$ cat src/rtl/sram_arb_pkg.sv
// Shared types and constants for the sram request arbiter and its owner FIFO.
package sram_arb_pkg;

  typedef enum logic {
    OWNER_INST = 1'b0,
    OWNER_DATA = 1'b1
  } owner_t;

  localparam logic [1:0] SIZE_B = 2'd0;
  localparam logic [1:0] SIZE_H = 2'd1;
  localparam logic [1:0] SIZE_W = 2'd2;

  localparam int unsigned DEFAULT_DEPTH = 4;
  localparam int unsigned CNT_W         = $clog2(DEFAULT_DEPTH) + 1;

  // Counter width able to hold 0..depth inclusive.
  function automatic int unsigned cnt_w(input int unsigned depth);
    return $clog2(depth) + 1;
  endfunction

endpackage

$ cat src/rtl/arb_owner_fifo.sv
// DEPTH x 1-bit circular FIFO remembering which requester owns each accepted transaction.
module arb_owner_fifo
  import sram_arb_pkg::*;
#(
  parameter  int unsigned DEPTH = DEFAULT_DEPTH,
  localparam int unsigned CW    = cnt_w(DEPTH)
) (
  input  logic          clk,
  input  logic          reset,
  input  logic          push,
  input  owner_t        push_owner,
  input  logic          pop,
  output owner_t        head,
  output logic          full,
  output logic          empty,
  output logic [CW-1:0] count
);

  localparam int unsigned PTR_W = $clog2(DEPTH);

  logic [DEPTH-1:0] mem_q, mem_d;
  logic [PTR_W-1:0] wr_ptr_q, wr_ptr_d;
  logic [PTR_W-1:0] rd_ptr_q, rd_ptr_d;
  logic [CW-1:0]    count_q, count_d;
  logic             push_ok_s;
  logic             pop_ok_s;

  assign full  = (count_q == CW'(DEPTH));
  assign empty = (count_q == {CW{1'b0}});
  assign count = count_q;
  assign head  = owner_t'(mem_q[rd_ptr_q]);

  // Next-state for storage, pointers and occupancy; overflow/underflow requests are ignored.
  always_comb begin
    push_ok_s = push & ~full;
    pop_ok_s  = pop & ~empty;
    mem_d     = mem_q;
    wr_ptr_d  = wr_ptr_q;
    rd_ptr_d  = rd_ptr_q;
    count_d   = count_q;
    if (push_ok_s) begin
      mem_d[wr_ptr_q] = push_owner;
      wr_ptr_d        = wr_ptr_q + PTR_W'(1);
    end else begin
      wr_ptr_d = wr_ptr_q;
    end
    if (pop_ok_s) begin
      rd_ptr_d = rd_ptr_q + PTR_W'(1);
    end else begin
      rd_ptr_d = rd_ptr_q;
    end
    case ({push_ok_s, pop_ok_s})
      2'b10:   count_d = count_q + CW'(1);
      2'b01:   count_d = count_q - CW'(1);
      default: count_d = count_q;
    endcase
  end

  // FIFO state register.
  always_ff @(posedge clk or posedge reset) begin
    if (reset) begin
      mem_q    <= {DEPTH{1'b0}};
      wr_ptr_q <= {PTR_W{1'b0}};
      rd_ptr_q <= {PTR_W{1'b0}};
      count_q  <= {CW{1'b0}};
    end else begin
      mem_q    <= mem_d;
      wr_ptr_q <= wr_ptr_d;
      rd_ptr_q <= rd_ptr_d;
      count_q  <= count_d;
    end
  end

endmodule

$ cat src/rtl/sram_req_arbiter.sv
// Shares one sram-like port between inst and data requesters with in-order response routing.
// Define ARB_ROUND_ROBIN_EN for round-robin unlocked pick; default is data-over-inst priority.
module sram_req_arbiter
  import sram_arb_pkg::*;
#(
  parameter int unsigned DEPTH  = DEFAULT_DEPTH,
  parameter int unsigned ADDR_W = 32,
  parameter int unsigned DATA_W = 32
) (
  input  logic              clk,
  input  logic              reset,
  input  logic              inst_req,
  input  logic              inst_wr,
  input  logic [1:0]        inst_size,
  input  logic [3:0]        inst_wstrb,
  input  logic [ADDR_W-1:0] inst_addr,
  input  logic [DATA_W-1:0] inst_wdata,
  output logic              inst_addr_ok,
  output logic              inst_data_ok,
  output logic [DATA_W-1:0] inst_rdata,
  input  logic              data_req,
  input  logic              data_wr,
  input  logic [1:0]        data_size,
  input  logic [3:0]        data_wstrb,
  input  logic [ADDR_W-1:0] data_addr,
  input  logic [DATA_W-1:0] data_wdata,
  output logic              data_addr_ok,
  output logic              data_data_ok,
  output logic [DATA_W-1:0] data_rdata,
  output logic              mem_req,
  output logic              mem_wr,
  output logic [1:0]        mem_size,
  output logic [3:0]        mem_wstrb,
  output logic [ADDR_W-1:0] mem_addr,
  output logic [DATA_W-1:0] mem_wdata,
  input  logic              mem_addr_ok,
  input  logic              mem_data_ok,
  input  logic [DATA_W-1:0] mem_rdata,
  output logic              proto_err
);

  localparam int unsigned CW = cnt_w(DEPTH);

  owner_t        fifo_head_s;
  logic          fifo_full_s;
  logic          fifo_empty_s;
  logic [CW-1:0] fifo_count_s;
  logic          no_room_s;

  owner_t pick_owner_s;
  owner_t grant_owner_s;
  logic   grant_vld_s;
  logic   accept_s;
  logic   pop_s;

  logic   lock_q, lock_d;
  owner_t lock_owner_q, lock_owner_d;
  logic   proto_err_q, proto_err_d;
`ifdef ARB_ROUND_ROBIN_EN
  owner_t last_q, last_d;
`endif

  assign no_room_s = fifo_full_s | (fifo_count_s >= CW'(DEPTH));

  // Unlocked pick between simultaneous requesters.
  always_comb begin
`ifdef ARB_ROUND_ROBIN_EN
    if (inst_req && data_req) begin
      pick_owner_s = (last_q == OWNER_DATA) ? OWNER_INST : OWNER_DATA;
    end else if (data_req) begin
      pick_owner_s = OWNER_DATA;
    end else begin
      pick_owner_s = OWNER_INST;
    end
`else
    if (data_req) begin
      pick_owner_s = OWNER_DATA;
    end else begin
      pick_owner_s = OWNER_INST;
    end
`endif
  end

  // Grant: a stalled handshake keeps its owner until mem_addr_ok; no grant without FIFO room.
  always_comb begin
    grant_vld_s   = 1'b0;
    grant_owner_s = OWNER_DATA;
    if (reset || no_room_s) begin
      grant_vld_s = 1'b0;
    end else if (lock_q) begin
      grant_owner_s = lock_owner_q;
      grant_vld_s   = (lock_owner_q == OWNER_DATA) ? data_req : inst_req;
    end else begin
      grant_owner_s = pick_owner_s;
      grant_vld_s   = inst_req | data_req;
    end
  end

  // Downstream request mux and per-requester address handshake.
  always_comb begin
    mem_req      = 1'b0;
    mem_wr       = 1'b0;
    mem_size     = 2'd0;
    mem_wstrb    = 4'd0;
    mem_addr     = {ADDR_W{1'b0}};
    mem_wdata    = {DATA_W{1'b0}};
    inst_addr_ok = 1'b0;
    data_addr_ok = 1'b0;
    if (grant_vld_s) begin
      mem_req = 1'b1;
      case (grant_owner_s)
        OWNER_INST: begin
          mem_wr       = inst_wr;
          mem_size     = inst_size;
          mem_wstrb    = inst_wstrb;
          mem_addr     = inst_addr;
          mem_wdata    = inst_wdata;
          inst_addr_ok = mem_addr_ok;
        end
        OWNER_DATA: begin
          mem_wr       = data_wr;
          mem_size     = data_size;
          mem_wstrb    = data_wstrb;
          mem_addr     = data_addr;
          mem_wdata    = data_wdata;
          data_addr_ok = mem_addr_ok;
        end
        default: begin
          mem_req = 1'b0;
        end
      endcase
    end else begin
      mem_req = 1'b0;
    end
  end

  assign accept_s = grant_vld_s & mem_addr_ok;

  // Response routing to the owner at the FIFO head.
  always_comb begin
    pop_s        = mem_data_ok & ~fifo_empty_s & ~reset;
    inst_data_ok = 1'b0;
    data_data_ok = 1'b0;
    if (pop_s) begin
      case (fifo_head_s)
        OWNER_INST: inst_data_ok = 1'b1;
        OWNER_DATA: data_data_ok = 1'b1;
        default:    inst_data_ok = 1'b0;
      endcase
    end else begin
      inst_data_ok = 1'b0;
    end
    if (reset) begin
      inst_rdata = {DATA_W{1'b0}};
      data_rdata = {DATA_W{1'b0}};
    end else begin
      inst_rdata = mem_rdata;
      data_rdata = mem_rdata;
    end
  end

  // Next-state for lock, sticky protocol error and round-robin history.
  always_comb begin
    lock_d       = 1'b0;
    lock_owner_d = lock_owner_q;
    if (grant_vld_s && !mem_addr_ok) begin
      lock_d       = 1'b1;
      lock_owner_d = grant_owner_s;
    end else begin
      lock_d = 1'b0;
    end
    proto_err_d = proto_err_q | (mem_data_ok & fifo_empty_s);
`ifdef ARB_ROUND_ROBIN_EN
    last_d = accept_s ? grant_owner_s : last_q;
`endif
  end

  // Arbiter state register.
  always_ff @(posedge clk or posedge reset) begin
    if (reset) begin
      lock_q       <= 1'b0;
      lock_owner_q <= OWNER_DATA;
      proto_err_q  <= 1'b0;
`ifdef ARB_ROUND_ROBIN_EN
      last_q       <= OWNER_DATA;
`endif
    end else begin
      lock_q       <= lock_d;
      lock_owner_q <= lock_owner_d;
      proto_err_q  <= proto_err_d;
`ifdef ARB_ROUND_ROBIN_EN
      last_q       <= last_d;
`endif
    end
  end

  assign proto_err = proto_err_q;

  arb_owner_fifo #(
    .DEPTH (DEPTH)
  ) u_owner_fifo (
    .clk        (clk),
    .reset      (reset),
    .push       (accept_s),
    .push_owner (grant_owner_s),
    .pop        (pop_s),
    .head       (fifo_head_s),
    .full       (fifo_full_s),
    .empty      (fifo_empty_s),
    .count      (fifo_count_s)
  );

endmodule

$ cat config.mk
export PLATFORM = sky130hd
export DESIGN_NAME = sram_req_arbiter
export DESIGN_NICKNAME = d
export VERILOG_FILES = /design/src/rtl/sram_arb_pkg.sv /design/src/rtl/arb_owner_fifo.sv /design/src/rtl/sram_req_arbiter.sv
export SDC_FILE = /design/constraint.sdc
export NUM_CORES = 1
export LEC_CHECK = 0
export BUFFER_PORTS_ARGS = -buffer_cell sky130_fd_sc_hd__clkbuf_2
export CAP_MARGIN = 20
export CORE_AREA = 4 4 124 126
export DETAILED_ROUTE_END_ITERATION = 12
export DIE_AREA = 0 0 128 130
export GPL_ROUTABILITY_DRIVEN = 1
export PLACE_DENSITY_LB_ADDON = 0.2
export SLEW_MARGIN = 15
export SYNTH_ARGS = -nofsm -noshare
export SYNTH_HDL_FRONTEND = slang
export SYNTH_SLANG_ARGS = --single-unit
$ cat constraint.sdc
create_clock -name clk -period 2.96 [get_ports clk]
set_input_delay 0 -clock clk [delete_from_list [all_inputs] [get_ports clk]]
set_output_delay 0 -clock clk [all_outputs]
set_load 0.02 [all_outputs]
# Word-level counts from Yosys, hierarchy flattened
# Cells that the tools add are included.
# totals
reg_bits	14
inputBits	180
output_inout_bits	141
elab_cells	70
# classes
add_sub_neg	4
magnitude_cmp	4
eq_ne	3
muxes	33
n_bitwise	13
reduce_logical	6
# op_table
cell	count
32-bit one-hot mux with 2 select lines	2
32-bit 2-to-1 mux	3
1-bit 2-to-1 mux	19
4-bit one-hot mux with 2 select lines	1
1-bit bitwise AND	6
2-bit by 3-bit < comparator with 1-bit output (second input constant)	2
3-bit one-hot mux with 2 select lines	1
2-bit by 1-bit adder with 2-bit output (second input constant)	2
4-bit bitwise mux	1
4-bit 2-to-1 mux	1
1-bit NOT	4
2-bit one-hot mux with 2 select lines	1
3-bit by 1-bit adder with 3-bit output (second input constant)	1
3-bit equality test (second input constant)	1
3-bit >= comparator (second input constant)	1
3-bit zero test	1
1-bit OR	3
3-bit by 1-bit subtractor with 3-bit output (second input constant)	1
1-bit binary-select mux with 2-bit select	1
1-bit demux with 2-bit select	1
2-bit by 1-bit equality test with 1-bit output (second input constant)	1
2-bit equality test (second input constant)	1
2-bit by 1-bit >= comparator with 1-bit output (second input constant)	1
1-bit logical AND	2
other kinds (5)	5

# Logic depth before layout (Yosys ltp)
# depth
ltp_word	8
depth_mapped	11

# Cells and area by module
# A second synthesis with hierarchy kept.
# hier_totals
cells_unflattened	382
area_unflattened_um2	2412.3
# by_module_without_submodules
mod	n_inst	cells_per_inst	area_per_inst_um2
sram_req_arbiter	1	327	1803.0
arb_owner_fifo	1	55	609.3

# Least setup slack after synthesis
# OpenSTA, ideal clock, no wires.
# synth_timing
path_kind	register to register
from	reg lock_owner_q
to	reg u_owner_fifo.count_q[2], in the netlist u_owner_fifo.count[2]
arrival_time_ns	2.195
path_slack_ns	0.686
stages_incl_launch_ff	10
n_path_buf	0
cell_sequence	dfstp_2 > mux2i_2 > a2111oi_4 > inv_1 > ha_1 > inv_1 > fa_1 > xor2_1 > nor2_1 > xor2_1
# synth_via
elab_chain_cells	7
elab_cells_between_ends	9
cone_classes	eq/ne (2); mux (4); bitwise (2); reduce/logical (1)
# synth_lines
item	line_no	text
start, declared	sram_req_arbiter.sv:57	owner_t lock_owner_q, lock_owner_d;
start signal, assigned	sram_req_arbiter.sv:189	lock_owner_q <= lock_owner_d;
1-bit 2-to-1 mux (*)	sram_req_arbiter.sv:92	grant_vld_s = (lock_owner_q == OWNER_DATA) ? data_req : inst_req;
1-bit 2-to-1 mux (*)	sram_req_arbiter.sv:90	end else if (lock_q) begin
1-bit 2-to-1 mux (*)	sram_req_arbiter.sv:88	if (reset || no_room_s) begin
1-bit bitwise AND (*)	sram_req_arbiter.sv:137	assign accept_s = grant_vld_s & mem_addr_ok;
1-bit bitwise AND (*)	arb_owner_fifo.sv:35	push_ok_s = push & ~full;
2-bit by 1-bit equality test with 1-bit output or 2-bit equality test (tied branches)	arb_owner_fifo.sv:52	case ({push_ok_s, pop_ok_s})
3-bit one-hot mux with 2 select lines or 2-bit nonzero test (tied branches)	-	
end signal, assigned	arb_owner_fifo.sv:65	count_q <= {CW{1'b0}};
end signal, assigned	arb_owner_fifo.sv:70	count_q <= count_d;
end, declared	arb_owner_fifo.sv:24	logic [CW-1:0] count_q, count_d;
# Every way passes the cells marked *; elsewhere a longest branch is shown, timed or not.
# A chain may end at the register's enable or synchronous reset.

# Worst setup path after layout
# layout_timing
from	reg lock_owner_q
to	out mem_addr[19]
# layout_via
elab_chain_cells	5
elab_cells_between_ends	8
cone_classes	mux (7); bitwise (1)
# layout_lines
item	line_no	text
1-bit 2-to-1 mux	sram_req_arbiter.sv:90	
1-bit 2-to-1 mux	sram_req_arbiter.sv:88	
1-bit NOT	-	
32-bit one-hot mux with 2 select lines	sram_req_arbiter.sv:111	case (grant_owner_s)
32-bit 2-to-1 mux (*)	sram_req_arbiter.sv:109	if (grant_vld_s) begin
end, declared	sram_req_arbiter.sv:34	output logic [ADDR_W-1:0] mem_addr,
# Marked as above.

==> impl_metrics.tcl <==
set metrics [dict create \
    final_nets 838 \
    internal_power_mw 1.06 \
    cts_buffers 3 \
    fp.dieH_um 130 \
    synth_cells 390 \
    endpoint_kind "output port" \
    routed-wl-met2_mm 6.76 \
    wl_per_cell_um 15.1 \
    finalCritPeriodShare 0.798 \
    synth_cell_type_count 33 \
    first_iter_violations 153 \
    grt_usage 0.131 \
    seq_power_share 0.169 \
    setup_viol 0 \
    die_area_sq_um 16600 \
    grt_pass1_vias 3526 \
    maxCapViolations 0 \
    vdd_ir_drop_max_v 0.000184 \
    syn_to_final_growth_pct 55.1 \
    synth-compound-area-share 0.372 \
    fmax_mhz 423 \
    antennaDiodeCount 0 \
    synth_top_family_by_area "compound AO/OA/AOI/OAI gates" \
    cp.required_ns 2.96 \
    async_flop_share 1.00 \
    p_comb_frac 0.716 \
    path_class "reg2out" \
    cp.arrival_ns 2.36 \
    rsz0062_at_grt "false" \
    initial_utilization 0.201 \
    synthAdderAreaFrac 0.0287 \
    post_cts_resized 0 \
    synth_commonest_cells "nand3_1 (71), o21ai_0 (71), a21oi_2 (69), nor2b_1 (33), buf_4 (32)" \
    cts_buffer_depth 2 \
    synth-simple-area-share 0.232 \
    slew_violations 0 \
    die_width_um 128 \
    power_mw 2.28 \
    status "finished, final reports clean" \
    p_sw_frac 0.534 \
    drive_gt1_frac 0.642 \
    synth-xor-area-share 0.0182 \
    synth_mux_area_frac 0.0495 \
    ys_warn_count 0 \
    port_buffers 320 \
    routed.top_layer "met4" \
    leakage_nw 2.15 \
    avgSynthCellArea_sq_um 7.39 \
    max_slew.worst_pin.slew_ns 0.660 \
    place.gp.congestion 0.819 \
    overflow 0 \
    slew_headroom 0.560 \
    wirelength_mm 12.6 \
    core-area_sq_um 14300 \
    via_per_inst 4.59 \
    vias 3833 \
    m1WireLength_mm 4.51 \
    hp-start "mem_addr_ok" \
    setup_tns_ns 0 \
    multi_input_area_sq_um 2040 \
    cts_root_buf "clkbuf_16" \
    htree_num_levels 1 \
    antenna_left 0 \
    placed_cell_area_sq_um 4370 \
    synth_edf_count 0 \
    antenna_found_initial 0 \
    reg2reg_from "u_owner_fifo.count[2]$_DFFE_PP0P_" \
    fill_cells 1540 \
    hold_class "in2reg" \
    worst_setup_path_start_kind "register" \
    period_needed_ns 2.36 \
    yosysTopAreaCell "a21oi_2" \
    drc 0 \
    grt_max_degree 73 \
    crit_start "lock_owner_q$_DFFE_PP1P_" \
    synth_area_leaders "a21oi_2 (21%), nand3_1 (12%), o21ai_0 (12%)" \
    post-dp-hpwl_mm 10.1 \
    cts_tree "done" \
    ys_ff_latch 14 \
    utilization 0.312 \
    clk_pin_slew_ns 0.05 \
    ios 321 \
    powerDensity_nw_per_um2 509 \
    row_count 44 \
    p_switching_mw 1.22 \
    grt_pass1_wl_mm 18.0 \
    numClockSinks 14 \
    clock_skew_ns 0.00100 \
    synth_top_area_share 0.210 \
    drtPass1Iterations 4 \
    power.clock.fraction 0.115 \
    hold_viol 0 \
    crit_fanout 30 \
    synth_nets 576 \
    wl_met3_mm 1.18 \
    fin_area_sq_um 4470 \
    netlist_area_sq_um 2880 \
    yosysSeqAreaShare 0.122 \
    clock_latency_ns 0.24 \
    ys.flop_type "dfrtp_1" \
    seqCellArea_sq_um 352 \
]
-- layout by cell type (no fill, tap or decap), types with 3 or more instances in the layout --
cell type | netlist | final
clkbuf_16 | 0 | 3
mux2_2 | 6 | 6
xor2_1 | 4 | 4
buf_4 | 32 | 7
o21ai_0 | 71 | 71
clkbuf_2 | 0 | 320
inv_1 | 9 | 9
nand3_1 | 71 | 71
nand4bb_1 | 4 | 4
a21oi_2 | 69 | 69
buf_12 | 0 | 3
dfrtp_1 | 13 | 13
nor2b_1 | 33 | 33
ha_1 | 5 | 5
a211oi_1 | 4 | 4
-- critical path, cell delays in order (launching register included) --
cell and delay (ns):
dfstp_2 0.58, mux2i_2 0.31, buf_4 0.21, a211o_4 0.46
buf_12 0.28, a21oi_2 0.07, clkbuf_2 0.17
-- stage by stage --
stage	setup slack (ns)	std cells	hold WS [ns]
3_5_place_dp	0.690	829	0.213
4_1_cts	0.594	835	0.0446
2_1_floorplan	0.686	390	0.0620
3_3_place_gp	0.665	829	0.196
6_report	0.597	835	0.0548
5_1_grt	0.419	835	0.0548
-- final timing paths --
path,end,slack [ns],cells after the start
max,mem_addr[19],0.60,6
min,lock_q$_DFF_PP0_,0.05,2
max reg2reg,u_owner_fifo.count[2]$_DFFE_PP0P_,0.68,9
min reg2reg,proto_err$_DFF_PP0_,0.47,1
max in group asynchronous,u_owner_fifo.mem_q[0]$_DFFE_PP0P_,2.10,3
min in group asynchronous,u_owner_fifo.wr_ptr_q[1]$_DFFE_PP0P_,0.49,3
-- state kept, by name, summed over array words and instances, names as in the netlist --
register / flops
u_owner_fifo.wr_ptr_q: 2
lock_q: 1
proto_err: 1
lock_owner_q: 1
u_owner_fifo.rd_ptr_q: 2
u_owner_fifo.count: 3
u_owner_fifo.mem_q: 4
-- routing by layer --
metal	track usage	up-vias
li1	-	1873
met1	0.155	1736
met2	0.252	213
met3	0.0180	11
met4	0.0281	0
met5	0	-
-- area by class of cell --
type,instances,share of cell area
Timing Repair Buffer,332,0.388
Sequential cell,14,0.0786
Tap cell,184,0.0515
Inverter,9,0.00756
Multi-Input combinational cell,292,0.457
Clock buffer,4,0.0176
-- cells by family (layout without fill, tap and decap cells) --
| group | Yosys count | count (layout) |
|---|---|---|
| compound gates | 150 | 150 |
| xor+xnor | 6 | 6 |
| fa+ha+maj | 6 | 6 |
| buf+inv | 84 | 345 |
| flops | 14 | 14 |
| mux | 11 | 11 |
| simple gates | 119 | 119 |
-- power by group through the flow --
stage | clock [mW] | combinational (mW) | sequential (mW)
after floorplan | 0 | 1.20 | 0.353
after global placement | 0 | 1.64 | 0.381
after detailed placement | 0 | 1.64 | 0.388
after CTS | 0.271 | 1.65 | 0.386
after global routing | 0.278 | 1.78 | 0.396
final | 0.262 | 1.63 | 0.384
-- repair_timing --
action,4_1_cts,5_1_grt
hold endpoints to repair,14,0
hold buffers,2,0
setup buffers,0,0
Note: power is estimated with default switching activity, not from simulation.
